File: config.mk
export PLATFORM = sky130hd
export DESIGN_NAME = pwm_tick_generator_flat
export DESIGN_NICKNAME = d
export VERILOG_FILES = /design/src/rtl/pwm_tick_generator_if.sv /design/src/rtl/pwm_tick_generator.sv /design/src/flat_wrapper.sv
export SDC_FILE = /design/constraint.sdc
export NUM_CORES = 1
export LEC_CHECK = 0
export CAP_MARGIN = 30
export CORE_ASPECT_RATIO = 0.8
export CORE_MARGIN = 1
export CORE_UTILIZATION = 56
export CTS_BUF_LIST = sky130_fd_sc_hd__clkbuf_8 sky130_fd_sc_hd__clkbuf_16
export DETAILED_ROUTE_END_ITERATION = 8
export PLACE_DENSITY = 0.81
export SLEW_MARGIN = 20
export SYNTH_ARGS = -nofsm -noshare
export SYNTH_HDL_FRONTEND = slang
export SYNTH_SLANG_ARGS = --single-unit
File: constraint.sdc
create_clock -name clk -period 3.8 [get_ports clk]
set_clock_uncertainty 0.1 [all_clocks]
set_input_delay 0.38 -clock clk [delete_from_list [all_inputs] [get_ports clk]]
set_output_delay 0.38 -clock clk [all_outputs]
set_load 0.05 [all_outputs]
File: src/rtl/pwm_tick_generator_if.sv
// Load port for the PWM generator: period/duty setting offered under valid/ready.
// The master drives the setting and load_valid; the slave returns load_ready.
interface pwm_tick_generator_if #(
    parameter int WIDTH = 8
);
    logic [WIDTH-1:0] period;
    logic [WIDTH-1:0] duty;
    logic             load_valid;
    logic             load_ready;

    modport master (
        output period,
        output duty,
        output load_valid,
        input  load_ready
    );

    modport slave (
        input  period,
        input  duty,
        input  load_valid,
        output load_ready
    );
endinterface

File: src/rtl/pwm_tick_generator.sv
// Tick-driven PWM with a double-buffered period/duty setting applied only at cycle boundaries.
// Latency: pwm_out updates on the edge that accepts a tick; cycle_start follows its starting edge.
// Backpressure: load_ready drops on accept and returns the edge after the setting is applied.
module pwm_tick_generator #(
    parameter int WIDTH = 8
) (
    input  logic                 clk,
    input  logic                 rst,
    input  logic                 tick,
    input  logic                 enable,
    pwm_tick_generator_if.slave  load_if,
    output logic                 pwm_out,
    output logic                 cycle_start
);

    typedef enum logic {
        IDLE,
        RUN
    } state_t;

    state_t           state;
    logic [WIDTH-1:0] active_period;
    logic [WIDTH-1:0] active_duty;
    logic [WIDTH-1:0] pend_period;
    logic [WIDTH-1:0] pend_duty;
    logic             pend_valid;
    logic [WIDTH-1:0] pos;
    logic             load_ready_q;

    logic             load_accept;
    logic             tick_accept;
    logic             wrap;
    logic [WIDTH-1:0] pos_inc;
    logic [WIDTH-1:0] eff_period;
    logic [WIDTH-1:0] eff_duty;

    assign load_if.load_ready = load_ready_q;

    assign load_accept = load_if.load_valid && load_ready_q;
    assign tick_accept = tick && enable;
    assign wrap        = (pos == (active_period - WIDTH'(1)));
    assign pos_inc     = pos + WIDTH'(1);
    // At a wrap the pending setting, if any, governs the cycle that begins on that edge.
    assign eff_period  = pend_valid ? pend_period : active_period;
    assign eff_duty    = pend_valid ? pend_duty   : active_duty;

    always_ff @(posedge clk or posedge rst) begin
        if (rst) begin
            state         <= IDLE;
            active_period <= '0;
            active_duty   <= '0;
            pend_period   <= '0;
            pend_duty     <= '0;
            pend_valid    <= 1'b0;
            pos           <= '0;
            pwm_out       <= 1'b0;
            cycle_start   <= 1'b0;
            load_ready_q  <= 1'b1;
        end else begin
            cycle_start <= 1'b0;

            // Ready is low from accept until one edge after the pending setting is consumed.
            if (!load_ready_q && !pend_valid) begin
                load_ready_q <= 1'b1;
            end

            case (state)
                IDLE: begin
                    pwm_out <= 1'b0;
                    pos     <= '0;
                    if (pend_valid) begin
                        active_period <= pend_period;
                        active_duty   <= pend_duty;
                        pend_valid    <= 1'b0;
                        if (pend_period != '0) begin
                            state       <= RUN;
                            pwm_out     <= (pend_duty != '0);
                            cycle_start <= 1'b1;
                        end
                    end
                end

                RUN: begin
                    if (tick_accept) begin
                        if (wrap) begin
                            pos         <= '0;
                            cycle_start <= 1'b1;
                            if (pend_valid) begin
                                active_period <= pend_period;
                                active_duty   <= pend_duty;
                                pend_valid    <= 1'b0;
                            end
                            if (eff_period == '0) begin
                                state   <= IDLE;
                                pwm_out <= 1'b0;
                            end else begin
                                pwm_out <= (eff_duty != '0);
                            end
                        end else begin
                            pos     <= pos_inc;
                            pwm_out <= (pos_inc < active_duty);
                        end
                    end
                end

                default: begin
                    state   <= IDLE;
                    pwm_out <= 1'b0;
                end
            endcase

            // Accept never coincides with an apply: ready high implies nothing is pending.
            if (load_accept) begin
                pend_period  <= load_if.period;
                pend_duty    <= load_if.duty;
                pend_valid   <= 1'b1;
                load_ready_q <= 1'b0;
            end
        end
    end

endmodule

File: src/flat_wrapper.sv
// flat-port wrapper written by rule: the top's interface ports become plain ports
module pwm_tick_generator_flat 
#(
    parameter int WIDTH = 8
)
  (clk, rst, tick, enable, pwm_out, cycle_start, load_if_period, load_if_duty, load_if_load_valid, load_if_load_ready);
  pwm_tick_generator_if #(.WIDTH(WIDTH)) load_if_i ();
  input  logic clk;
  input  logic rst;
  input  logic tick;
  input  logic enable;
  output logic pwm_out;
  output logic cycle_start;
  input wire logic [$bits(load_if_i.period)-1:0] load_if_period;
  input wire logic [$bits(load_if_i.duty)-1:0] load_if_duty;
  input wire logic [$bits(load_if_i.load_valid)-1:0] load_if_load_valid;
  output wire logic [$bits(load_if_i.load_ready)-1:0] load_if_load_ready;
  assign load_if_i.period = load_if_period;
  assign load_if_i.duty = load_if_duty;
  assign load_if_i.load_valid = load_if_load_valid;
  assign load_if_load_ready = load_if_i.load_ready;
  pwm_tick_generator #(.WIDTH(WIDTH)) u_core (.clk(clk), .rst(rst), .tick(tick), .enable(enable), .load_if(load_if_i), .pwm_out(pwm_out), .cycle_start(cycle_start));
endmodule
# Yosys cells after proc, flatten, opt, wreduce, memory -nomap -nowiden

Cells that the tools add are included.

$add $sub $neg: 2
$lt $le $gt $ge: 1
Eq/ne operators: 5
Mux-type cells: 32
Bitwise logic cells: 1
Reductions and logical operators: 12

Operators with widths:

| cell                | count |
|---|---|
| $mux 8              | 8 |
| $pmux 8 s2          | 3 |
| $reduce_bool 8->1   | 3 |
| $mux 1              | 17 |
| $add 8x1->8 const B | 1 |
| $eq 8x8->1          | 1 |
| $logic_not 8->1     | 1 |
| $lt 8x8->1          | 1 |
| $pmux 1 s2          | 4 |
| $sub 8x1->8 const B | 1 |
| $ne 3x3->1 const B  | 2 |
| $ne 2x2->1 const B  | 2 |
| $reduce_and 2->1    | 2 |
| $logic_and 1x1->1   | 3 |
| $logic_not 1->1     | 2 |
| $reduce_bool 2->1   | 1 |
| $not 1->1           | 1 |

Register bits: 45
Bits of input ports: 21
Output and inout port bits: 3
Word-level logic and storage cells: 63

# Longest topological paths before layout

Gate-level depths: netlist of run 1.

Depth after elaboration: 6
Depth in mapped cells: 9
Depth with buffers taken out: 9

# Worst setup path after synthesis of run 1

OpenSTA, ideal clock, no wires.

Path type: reg2reg
Start point: register u_core.active_period[3]
End point: register u_core.active_duty[4]
Setup time: 0.125 ns
Arrival: 2.444 ns
Required time: 3.575 ns
Setup slack: 1.131 ns
Cell stages (with the launch flop): 8
Path buffers: 1
Clock period less this slack: 2.669 ns
Path through: dfrtp_1 or2_1 or4_1 a211oi_2 o2111ai_2 a21oi_4 buf_12 mux2_4

Word-level cells in the longest chain between the ends: 4

RTL lines:

| what                       | line                     | text |
|---|---|---|
| from (decl)                | pwm_tick_generator.sv:22 | `logic [WIDTH-1:0] active_period;` |
| from (signal assigned)     | pwm_tick_generator.sv:72 | `active_period <= pend_period;` |
| from (signal assigned)     | pwm_tick_generator.sv:89 | `active_period <= pend_period;` |
| $sub 8x1->8                | pwm_tick_generator.sv:41 | `assign wrap = (pos == (active_period - WIDTH'(1)));` |
| $eq 8x8->1                 | pwm_tick_generator.sv:41 |  |
| $ne 2x2->1 (no line)       | --                       |  |
| $reduce_and 2->1 (no line) | --                       |  |
| to (signal assigned)       | pwm_tick_generator.sv:73 | `active_duty <= pend_duty;` |
| to (signal assigned)       | pwm_tick_generator.sv:90 | `active_duty <= pend_duty;` |
| to (decl)                  | pwm_tick_generator.sv:23 | `logic [WIDTH-1:0] active_duty;` |

No other way between the ends.
A chain may end at the register's enable or synchronous reset.

# Worst setup path after layout of run 1

Start point: register u_core.active_period[0]
End point: register u_core.active_period[7]

Word-level cells in the longest chain between the ends: 4

RTL lines:

| what                       | line |
|---|---|
| $sub 8x1->8                | pwm_tick_generator.sv:41 |
| $eq 8x8->1                 | pwm_tick_generator.sv:41 |
| $ne 2x2->1 (no line)       | -- |
| $reduce_and 2->1 (no line) | -- |

No other way between the ends.

==> results of run 1 <==
cell families after synthesis:
kind of cell | share of synthesized area
buffers and inverters | 0.0367
DFF | 0.473
AOI/OAI and AO/OA | 0.122
and+or+nand+nor | 0.103
adders and majority gates | 0.0472
xor gates and xnor gates | 0.0514
muxes | 0.167
layer usage:
layer / vias to the layer above / GRT usage / routed length (um)
met2: 36 / 0.353 / 2050
met4: 0 / 0.0755 / 65
met3: 7 / 0.0565 / 166
met1: 812 / 0.335 / 2260
met5: - / 0 / 0
li1: 793 / - / -
through the flow:
step                      area [um2]  setup slack (ns)
after CTS                       2790             0.733
after floorplan                 2380              1.13
after global placement          2660             0.820
after global routing            2790             0.584
final                           2790             0.719
after detailed placement        2660             0.764
state kept, by name, indices dropped and copies added (netlist names):
name                       count
u_core.cycle_start             1
u_core.load_if.load_ready      1
u_core.pwm_out                 1
u_core.pos                     8
u_core.pend_period             8
u_core.pend_valid              1
u_core.pend_duty               8
u_core.active_period           8
u_core.active_duty             8
u_core.state                   1
area by class of cell:
type | count | area, um2 | area share
clock buffers | 6 | 82.6 | 0.0296
clock inverters | 2 | 41.3 | 0.0148
repair buffers | 24 | 238 | 0.0853
flip-flops and latches | 45 | 1130 | 0.405
well taps | 55 | 68.8 | 0.0247
inverters | 16 | 60.1 | 0.0216
multi-input cells | 139 | 1170 | 0.419
final timing paths:
| kind | from | endpoint | slack, ns | cells after the start |
|---|---|---|---|---|
| setup / recovery | u_core.active_period[0]$_DFFE_PP0P_ | u_core.active_period[7]$_DFFE_PP0P_ | 0.72 | 8 |
| hold / removal | rst | u_core.pend_period[6]$_DFFE_PP0P_ | 0.41 | 3 |
| setup reg to reg | u_core.active_period[0]$_DFFE_PP0P_ | u_core.active_period[7]$_DFFE_PP0P_ | 0.72 | 8 |
| hold reg to reg | u_core.pend_duty[7]$_DFFE_PP0P_ | u_core.active_duty[7]$_DFFE_PP0P_ | 0.44 | 1 |
| max in group asynchronous | rst | u_core.active_period[4]$_DFFE_PP0P_ | 2.81 | 3 |
| min in group clk | u_core.pend_duty[7]$_DFFE_PP0P_ | u_core.active_duty[7]$_DFFE_PP0P_ | 0.44 | 1 |
power by group:
group	switching (uW)	internal (uW)	total, uW	leakage (uW)
Sequential	117	594	710	0.000571
Clock	173	219	391	0.0000633
Combinational	156	199	355	0.000633
Total	446	1010	1460	0.00127
synthesized netlist by cell type, drive strengths merged:
| library cell | number | area (um2) |
|---|---|---|
| or3 | 2 | 12.5 |
| a311oi | 1 | 8.76 |
| xnor2 | 6 | 52.6 |
| xor2 | 8 | 70.1 |
| o211a | 1 | 10.0 |
| buf | 1 | 20.0 |
| o2111ai | 1 | 15.0 |
| nor4 | 5 | 31.3 |
| a21oi | 5 | 36.3 |
| a2bb2oi | 1 | 8.76 |
| o31ai | 1 | 7.51 |
| a32o | 1 | 10.0 |
| nand3 | 7 | 35.0 |
| o21a | 1 | 7.51 |
| ha | 9 | 113 |
| inv | 16 | 60.1 |
| clkbuf | 2 | 7.51 |
| o22ai | 1 | 6.26 |
| nand3b | 1 | 7.51 |
| nor3 | 2 | 10.0 |
| dfrtp | 44 | 1100 |
| a31oi | 1 | 6.26 |
| o221ai | 1 | 8.76 |
| a32oi | 1 | 8.76 |
| o21ai | 5 | 25.0 |
| and3 | 2 | 12.5 |
| mux2 | 32 | 398 |
| nand2b | 2 | 12.5 |
| nand2 | 12 | 45.0 |
| o311a | 1 | 10.0 |
| dfstp | 1 | 26.3 |
| a211oi | 2 | 20.0 |
| or4 | 4 | 30.0 |
| o211ai | 2 | 15.0 |
| nand4 | 1 | 6.26 |
| a21o | 2 | 15.0 |
| or2 | 2 | 12.5 |
| a221o | 1 | 10.0 |
| a22o | 7 | 61.3 |
| nor2 | 8 | 30.0 |
critical path, stage by stage, from the launching register on:
cell and delay (ns):
dfrtp_1 0.45, inv_1 0.09, ha_1 0.21, nand2b_1 0.11, or4_1 0.42, a211oi_2 0.33, o2111ai_2 0.22, a21oi_4 0.61
mux2_2 0.42
==> results.json, run 1 <==
{
  "status": "complete, no violations",
  "grtUsageTotal": 0.233,
  "pwr_density_cell_nw_per_um2": 523,
  "crit_fanout": 16,
  "worst_slew_pin_slew_ns": 0.692,
  "slew_headroom": 0.537,
  "die_y_um": 60.4,
  "die_area_um2": 4520,
  "syn_inst": 203,
  "drt-initial-drc-count": 55,
  "ant_nets": 0,
  "dp.cells": 279,
  "avgSynthCellArea_um2": 11.7,
  "yosysSeqAreaShare": 0.473,
  "nets": 261,
  "finalPower_uw": 1460,
  "clkTransAtPathRegs_ns": 0.09,
  "final.min_clock_period_ns": 3.08,
  "min_period_over_period": 0.811,
  "core_area_um2": 3930,
  "critical_path_required_ns": 3.89,
  "routedWlPerCell_um": 15.8,
  "cts_tree": "yes",
  "end_kind": "flop",
  "p_leak_uw": 0.00127,
  "synthesis.nets": 233,
  "fin_hold_ws_ns": 0.407,
  "drv_cap": 0,
  "cts_buffer_depth": 2,
  "cts_sinks": 45,
  "ios": 24,
  "fp.dieW_um": 74.9,
  "antennaDiodeCount": 0,
  "utilization": 0.709,
  "h-tree-depth": 2,
  "cts-root-buf": "clkbuf_8",
  "drt-pass1-iter-count": 4,
  "irDropWorstVdd_mv": 0.374,
  "vias": 1648,
  "crit_arrival_ns": 3.17,
  "grt_overflow": 0,
  "viasPerCell": 5.74,
  "worstSetupPathType": "reg2reg",
  "grt_max_degree": 46,
  "drive_gt1_frac": 0.198,
  "hold_viol": 0,
  "synth-seq-cells": 45,
  "hold_path.class": "in2async",
  "finalNonFillerCells": 287,
  "numCtsBuffers": 5,
  "final_cell_mix": "dfrtp_1, clkdlybuf4s50_1, mux2_2",
  "cts.repair.resized": 0,
  "drt-total-wl_um": 4540,
  "gp_congestion": 0.846,
  "antenna_found_initial": 0,
  "port_buffers": 23,
  "cts_hold_buf": 0,
  "syn_area_um2": 2380,
  "first_global_vias": 1578,
  "fin_tns_setup_ns": 0,
  "synth_cell_types": 44,
  "num_rows": 20,
  "post-dp-hpwl_um": 3430,
  "critPathLaunchType": "flop",
  "clk_latency_ns": 0.30,
  "slew_violations": 0,
  "max_freq_mhz": 325,
  "rsz0062_at_grt": "false",
  "mostFrequentLayoutCell": "dfrtp_1",
  "drc_errors": 0,
  "areaGrowthSynthToFinish_pct": 16.9,
  "initial_core_util": 0.607,
  "ys_warn_count": 0,
  "grt_pass1_wl_um": 7580,
  "fill_cells": 298,
  "setup_viol": 0,
  "postCtsSetupRepairBufs": 0
}
Note: power is estimated with default switching activity, not from simulation.
==> run 2, diff against run 1 <==
CORE_UTILIZATION = 51   (was 56)
PLACE_DENSITY = 0.78   (was 0.81)
clock period = 2.7 ns   (was 3.8 ns; I/O delays follow)
==> run 2 against run 1 <==
  * Register-to-register slack lost 0.62 ns
  * Critical path depth grew 1
  * Routed wire length grew 2.1%
  * Final area grew 3.4%
  * Cell count grew 5.2%
  * Core utilization shrank 4.5 points
  * Critical path type unchanged
  * Critical endpoint is now u_core.active_duty[3]$_DFFE_PP0P_
==> results.json, run 2 (synthesis results as in run 1) <==
{
  "status": "complete, no violations",
  "viasPerCell": 5.70,
  "rsz0062_at_grt": "false",
  "hold_viol": 0,
  "p_sw_frac": 0.316,
  "grt_overflow": 0,
  "crit_fanout": 8,
  "cts_sinks": 45,
  "critical_path_required_ns": 2.79,
  "crit_arrival_ns": 2.69,
  "die_y_um": 63.1,
  "ios": 24,
  "cp.buffers_inverters": 2,
  "vias": 1722,
  "drt-initial-drc-count": 126,
  "grt_max_degree": 35,
  "nets": 274,
  "first_global_vias": 1621,
  "cts_buffer_depth": 2,
  "port_buffers": 23,
  "final.min_clock_period_ns": 2.60,
  "r2r_start": "u_core.active_period[0]$_DFFE_PP0P_",
  "cts_hold_buf": 0,
  "power_frac_clock": 0.235,
  "clk_latency_ns": 0.30,
  "core_area_um2": 4340,
  "grt_pass1_wl_um": 7910,
  "internal_power_uw": 1330,
  "p_sw_uw": 613,
  "final_cell_mix": "dfrtp_1, clkdlybuf4s50_1, mux2_2",
  "hold_path.class": "in2async",
  "numCtsBuffers": 5,
  "p_leak_uw": 0.00132,
  "drv_cap": 0,
  "initial_core_util": 0.550,
  "num_rows": 21,
  "cts_tree": "yes",
  "ant_nets": 0,
  "r2r_cells": 9,
  "slew_violations": 0,
  "end_kind": "flop",
  "grtUsageTotal": 0.208,
  "mostFrequentLayoutCell": "dfrtp_1",
  "die_area_um2": 4950,
  "reg2reg_to": "u_core.active_duty[3]$_DFFE_PP0P_",
  "critPathLaunchType": "flop",
  "cp_top_family": "compound AO/OA/AOI/OAI gates",
  "finalPower_uw": 1940,
  "p_comb_frac": 0.253,
  "crit_path_top_delay_cell": "or4_4",
  "utilization": 0.664,
  "fin_hold_ws_ns": 0.0987,
  "dpl_cell_area_um2": 2750,
  "min_period_over_period": 0.964,
  "drc_errors": 0,
  "clkTransAtPathRegs_ns": 0.09,
  "worst_slew_pin_slew_ns": 0.727,
  "gp_congestion": 0.865,
  "crit_path_cell_trace": "inv_1, ha_1, nand2b_1, or4_4, a211oi_4, o2111ai_2, a21oi_4, buf_6, mux2_2",
  "irDropWorstVdd_mv": 0.426,
  "final_cell_area_um2": 2880,
  "cts-root-buf": "clkbuf_8",
  "r2r_setup_slack_ns": 0.1,
  "antennaDiodeCount": 0,
  "max_freq_mhz": 384,
  "h-tree-depth": 2,
  "setup_viol": 0,
  "areaGrowthSynthToFinish_pct": 20.8,
  "post-dp-hpwl_um": 3450,
  "drt-pass1-iter-count": 4,
  "worstSetupPathType": "reg2reg",
  "fin_tns_setup_ns": 0,
  "fp.dieW_um": 78.4,
  "seq_power_share": 0.512,
  "drt-total-wl_um": 4630,
  "slew_headroom": 0.514,
  "pwr_density_cell_nw_per_um2": 673,
  "routedWlPerCell_um": 15.3,
  "cp_slowest_stage_delay_ns": 0.45,
  "antenna_found_initial": 0,
  "drive_gt1_frac": 0.245
}
-- run 2: cell types whose count changed in the layout (fill, tap and decap cells not counted) --
cell and delta:
a211oi_2 -1, buf_4 +11, a211oi_4 +1, bufinv_16 -1, buf_6 +2, or4_1 -1
or4_4 +1, inv_6 +1, clkinvlp_4 +1, inv_8 -1
-- run 2: worst max-delay path by stage --
| stage | start | to | slack (ns) | depth (start not counted) |
|---|---|---|---|---|
| after CTS | u_core.active_period[0]$_DFFE_PP0P_ | u_core.active_duty[3]$_DFFE_PP0P_ | 0.03 | 9 |
| after global routing | u_core.active_period[0]$_DFFE_PP0P_ | u_core.active_duty[3]$_DFFE_PP0P_ | 0.002 | 9 |
| after global placement | u_core.active_period[3]$_DFFE_PP0P_ | u_core.active_duty[2]$_DFFE_PP0P_ | 0.13 | 7 |
| after detailed placement | u_core.active_period[0]$_DFFE_PP0P_ | u_core.active_period[6]$_DFFE_PP0P_ | 0.02 | 9 |
| final | u_core.active_period[0]$_DFFE_PP0P_ | u_core.active_duty[3]$_DFFE_PP0P_ | 0.1 | 9 |
| after floorplan | u_core.active_period[3]$_DFFE_PP0P_ | u_core.active_duty[4]$_DFFE_PP0P_ | 0.03 | 7 |
-- run 2: final cells by class --
| class | instances | area [um2] |
|---|---|---|
| Clock buffer | 6 | 82.6 |
| Clock inverter | 2 | 16.3 |
| Fill cell | 349 | 1460 |
| Inverter | 16 | 60.1 |
| Multi-Input combinational cell | 139 | 1180 |
| Sequential cell | 45 | 1130 |
| Tap cell | 57 | 71.3 |
| Timing Repair Buffer | 37 | 343 |
-- run 2: what timing repair did --
item | CTS | global route
gates resized for setup | 0 | 4
setup buffers | 0 | 2
endpoints found under the setup margin | 2 | 16
pin swaps | 1 | 2
-- run 2: metal layers --
layer	track usage	part of all wire	routed length (um)
met5	0	0	0
met4	0.0486	0.0056	26
met2	0.306	0.44	2050
met3	0.0478	0.043	199
met1	0.312	0.51	2350
-- run 2: worst register-to-register path: stages (launching register included) --
cell and delay (ns):
dfrtp_1 0.39, inv_1 0.06, ha_1 0.17, nand2b_1 0.12, or4_4 0.45, a211oi_4 0.29
o2111ai_2 0.18, a21oi_4 0.22, buf_6 0.17, mux2_2 0.34
-- run 2: metrics by stage --
step           std cells  worst slack (ns)
6_report             302            0.0984
5_1_grt              302           0.00194
4_1_cts              300            0.0320
3_5_place_dp         292            0.0194
3_3_place_gp         292             0.132
2_1_floorplan        203            0.0309
-- run 2: power by group through the flow --
stage | registers [uW] | clock network [uW] | logic, uW
detailed placement | 1000 | 0 | 493
floorplan | 977 | 0 | 358
CTS | 990 | 462 | 496
global placement | 995 | 0 | 477
global route | 1020 | 491 | 555
finish | 992 | 455 | 491
==> run 3, diff against run 2 <==
CORE_ASPECT_RATIO = 0.9   (was 0.8)
==> run 3 against run 2 <==
  * Fmax is 1.9% higher
  * Worst setup slack better by 0.048 ns
  * Combinational power is 4% higher
  * Core utilization is 1.2 points lower
  * Highest routed layer unchanged
  * Clock-buffer cell count is 1 lower
  * Final area is 1.0% higher
  * Hold slack better by 0.12 ns
  * Register-to-register slack better by 0.05 ns
  * Routed wire length is 3.9% lower
  * Clock power is 6.4% higher
  * Sequential power is 1% lower
  * Sequential share of layout area is 0.39 points lower
==> results.json, run 3 (synthesis results as in run 1) <==
{
  "status": "complete, no violations",
  "cts_tree": "yes",
  "dpl_cell_area_um2": 2770,
  "port_buffers": 23,
  "cts_hold_buf": 0,
  "finalNonFillerCells": 306,
  "clk_latency_ns": 0.30,
  "routedWlPerCell_um": 14.5,
  "final_cell_area_um2": 2910,
  "fin_tns_setup_ns": 0,
  "core_area_um2": 4460,
  "die_y_um": 66.9,
  "final_cell_mix": "dfrtp_1, clkdlybuf4s50_1, mux2_2",
  "nets": 273,
  "seqCellArea_um2": 1130,
  "worstSetupPathType": "reg2reg",
  "dp.cells": 298,
  "grtUsageTotal": 0.216,
  "grt_max_degree": 25,
  "viasPerCell": 5.47,
  "gp_congestion": 0.941,
  "cts_buffer_depth": 2,
  "critPathLaunchType": "flop",
  "crit_arrival_ns": 2.63,
  "antenna_found_initial": 0,
  "final.min_clock_period_ns": 2.55,
  "crit_path_top_delay_cell": "or4_4",
  "areaGrowthSynthToFinish_pct": 22.0,
  "h-tree-depth": 2,
  "initial_core_util": 0.534,
  "endpoint": "u_core.active_duty[3]$_DFFE_PP0P_",
  "num_rows": 23,
  "drt-initial-drc-count": 125,
  "crit_fanout": 11,
  "drc_errors": 0,
  "antennaDiodeCount": 0,
  "drt-total-wl_um": 4450,
  "first_global_vias": 1703,
  "drive_gt1_frac": 0.246,
  "multi_input_area_um2": 1190,
  "crit_cells": 7,
  "ios": 24,
  "grt_overflow": 0,
  "hold_viol": 0,
  "drt-pass1-iter-count": 4,
  "crit_start": "u_core.active_period[3]$_DFFE_PP0P_",
  "mostFrequentLayoutCell": "dfrtp_1",
  "setup_viol": 0,
  "slew_headroom": 0.476,
  "cts_sinks": 45,
  "irDropWorstVdd_mv": 0.496,
  "grt_pass1_wl_um": 7890,
  "pre_cts_ws_ns": 0.0558,
  "cp.buffers_inverters": 1,
  "r2r_start": "u_core.active_period[3]$_DFFE_PP0P_",
  "clkTransAtPathRegs_ns": 0.09,
  "worst_slew_pin_slew_ns": 0.781,
  "drv_cap": 0,
  "utilization": 0.652,
  "cp_top_family": "simple AND/OR/NAND/NOR gates",
  "min_period_over_period": 0.946,
  "p_leak_uw": 0.00134,
  "cts-root-buf": "clkbuf_8",
  "numCtsBuffers": 5,
  "hold_path.class": "in2async",
  "max_freq_mhz": 392,
  "die_area_um2": 4950,
  "r2r_setup_slack_ns": 0.15,
  "crit_path_cell_trace": "or2_1, or4_4, a211oi_4, o2111ai_2, a21oi_4, buf_12, mux2_2",
  "setup_slack_ns": 0.147,
  "slew_violations": 0,
  "r2r_cells": 7,
  "post-dp-hpwl_um": 3510,
  "reg2reg_to": "u_core.active_duty[3]$_DFFE_PP0P_",
  "fill_cells": 350,
  "fp.dieW_um": 74.1,
  "critical_path_required_ns": 2.78,
  "vias": 1673,
  "ant_nets": 0,
  "rsz0062_at_grt": "false",
  "end_kind": "flop",
  "cp_slowest_stage_delay_ns": 0.53,
  "pwr_density_cell_nw_per_um2": 679
}
## run 3: power by group
part	internal [uW]	switching, uW
clock	271	214
sequential	836	146
combinational	283	225
## run 3: layer usage
| layer | global-route usage | wire length, um | vias up |
|---|---|---|---|
| met1 | 0.302 | 2120 | 816 |
| met5 | 0 | 0 | - |
| met4 | 0.0577 | 40 | 0 |
| met2 | 0.342 | 2130 | 32 |
| met3 | 0.0408 | 166 | 4 |
| li1 | - | - | 821 |
## run 3: per-stage QoR
step                      total power (uW)  hold slack (ns)
after CTS                             1990            0.233
after detailed placement              1510            0.421
final                                 1980            0.219
after global placement                1470            0.404
after global routing                  2110            0.280
after floorplan                       1340            0.321
## run 3: layout make-up
class                   instances  share of cell area
repair buffers                 36               0.118
clock inverters                 3              0.0133
flip-flops and latches         45               0.388
multi-input cells             139               0.410
well taps                      62              0.0267
inverters                      16              0.0206
clock buffers                   5              0.0237
## run 3: worst min-delay path by stage
stage	end	slack, ns
detailed placement	u_core.pend_duty[0]$_DFFE_PP0P_	0.42
global route	u_core.pend_duty[3]$_DFFE_PP0P_	0.28
CTS	u_core.pend_duty[3]$_DFFE_PP0P_	0.23
finish	u_core.pend_duty[3]$_DFFE_PP0P_	0.22
floorplan	u_core.pend_duty[0]$_DFFE_PP0P_	0.32
global placement	u_core.active_duty[7]$_DFFE_PP0P_	0.40
## run 3: what timing repair did
item | in CTS | in global routing
resized for setup | 0 | 6
setup buffers | 0 | 0
endpoints found under the setup margin | 0 | 15
## run 3: worst reg2reg max path, delay by kind of cell, from the launching register on
family,cells,cell delay (ns)
AO/OA/AOI/OAI,3,0.69
buffers and inverters,1,0.17
flip-flops,1,0.37
multiplexers,1,0.34
AND/OR/NAND/NOR,2,0.77
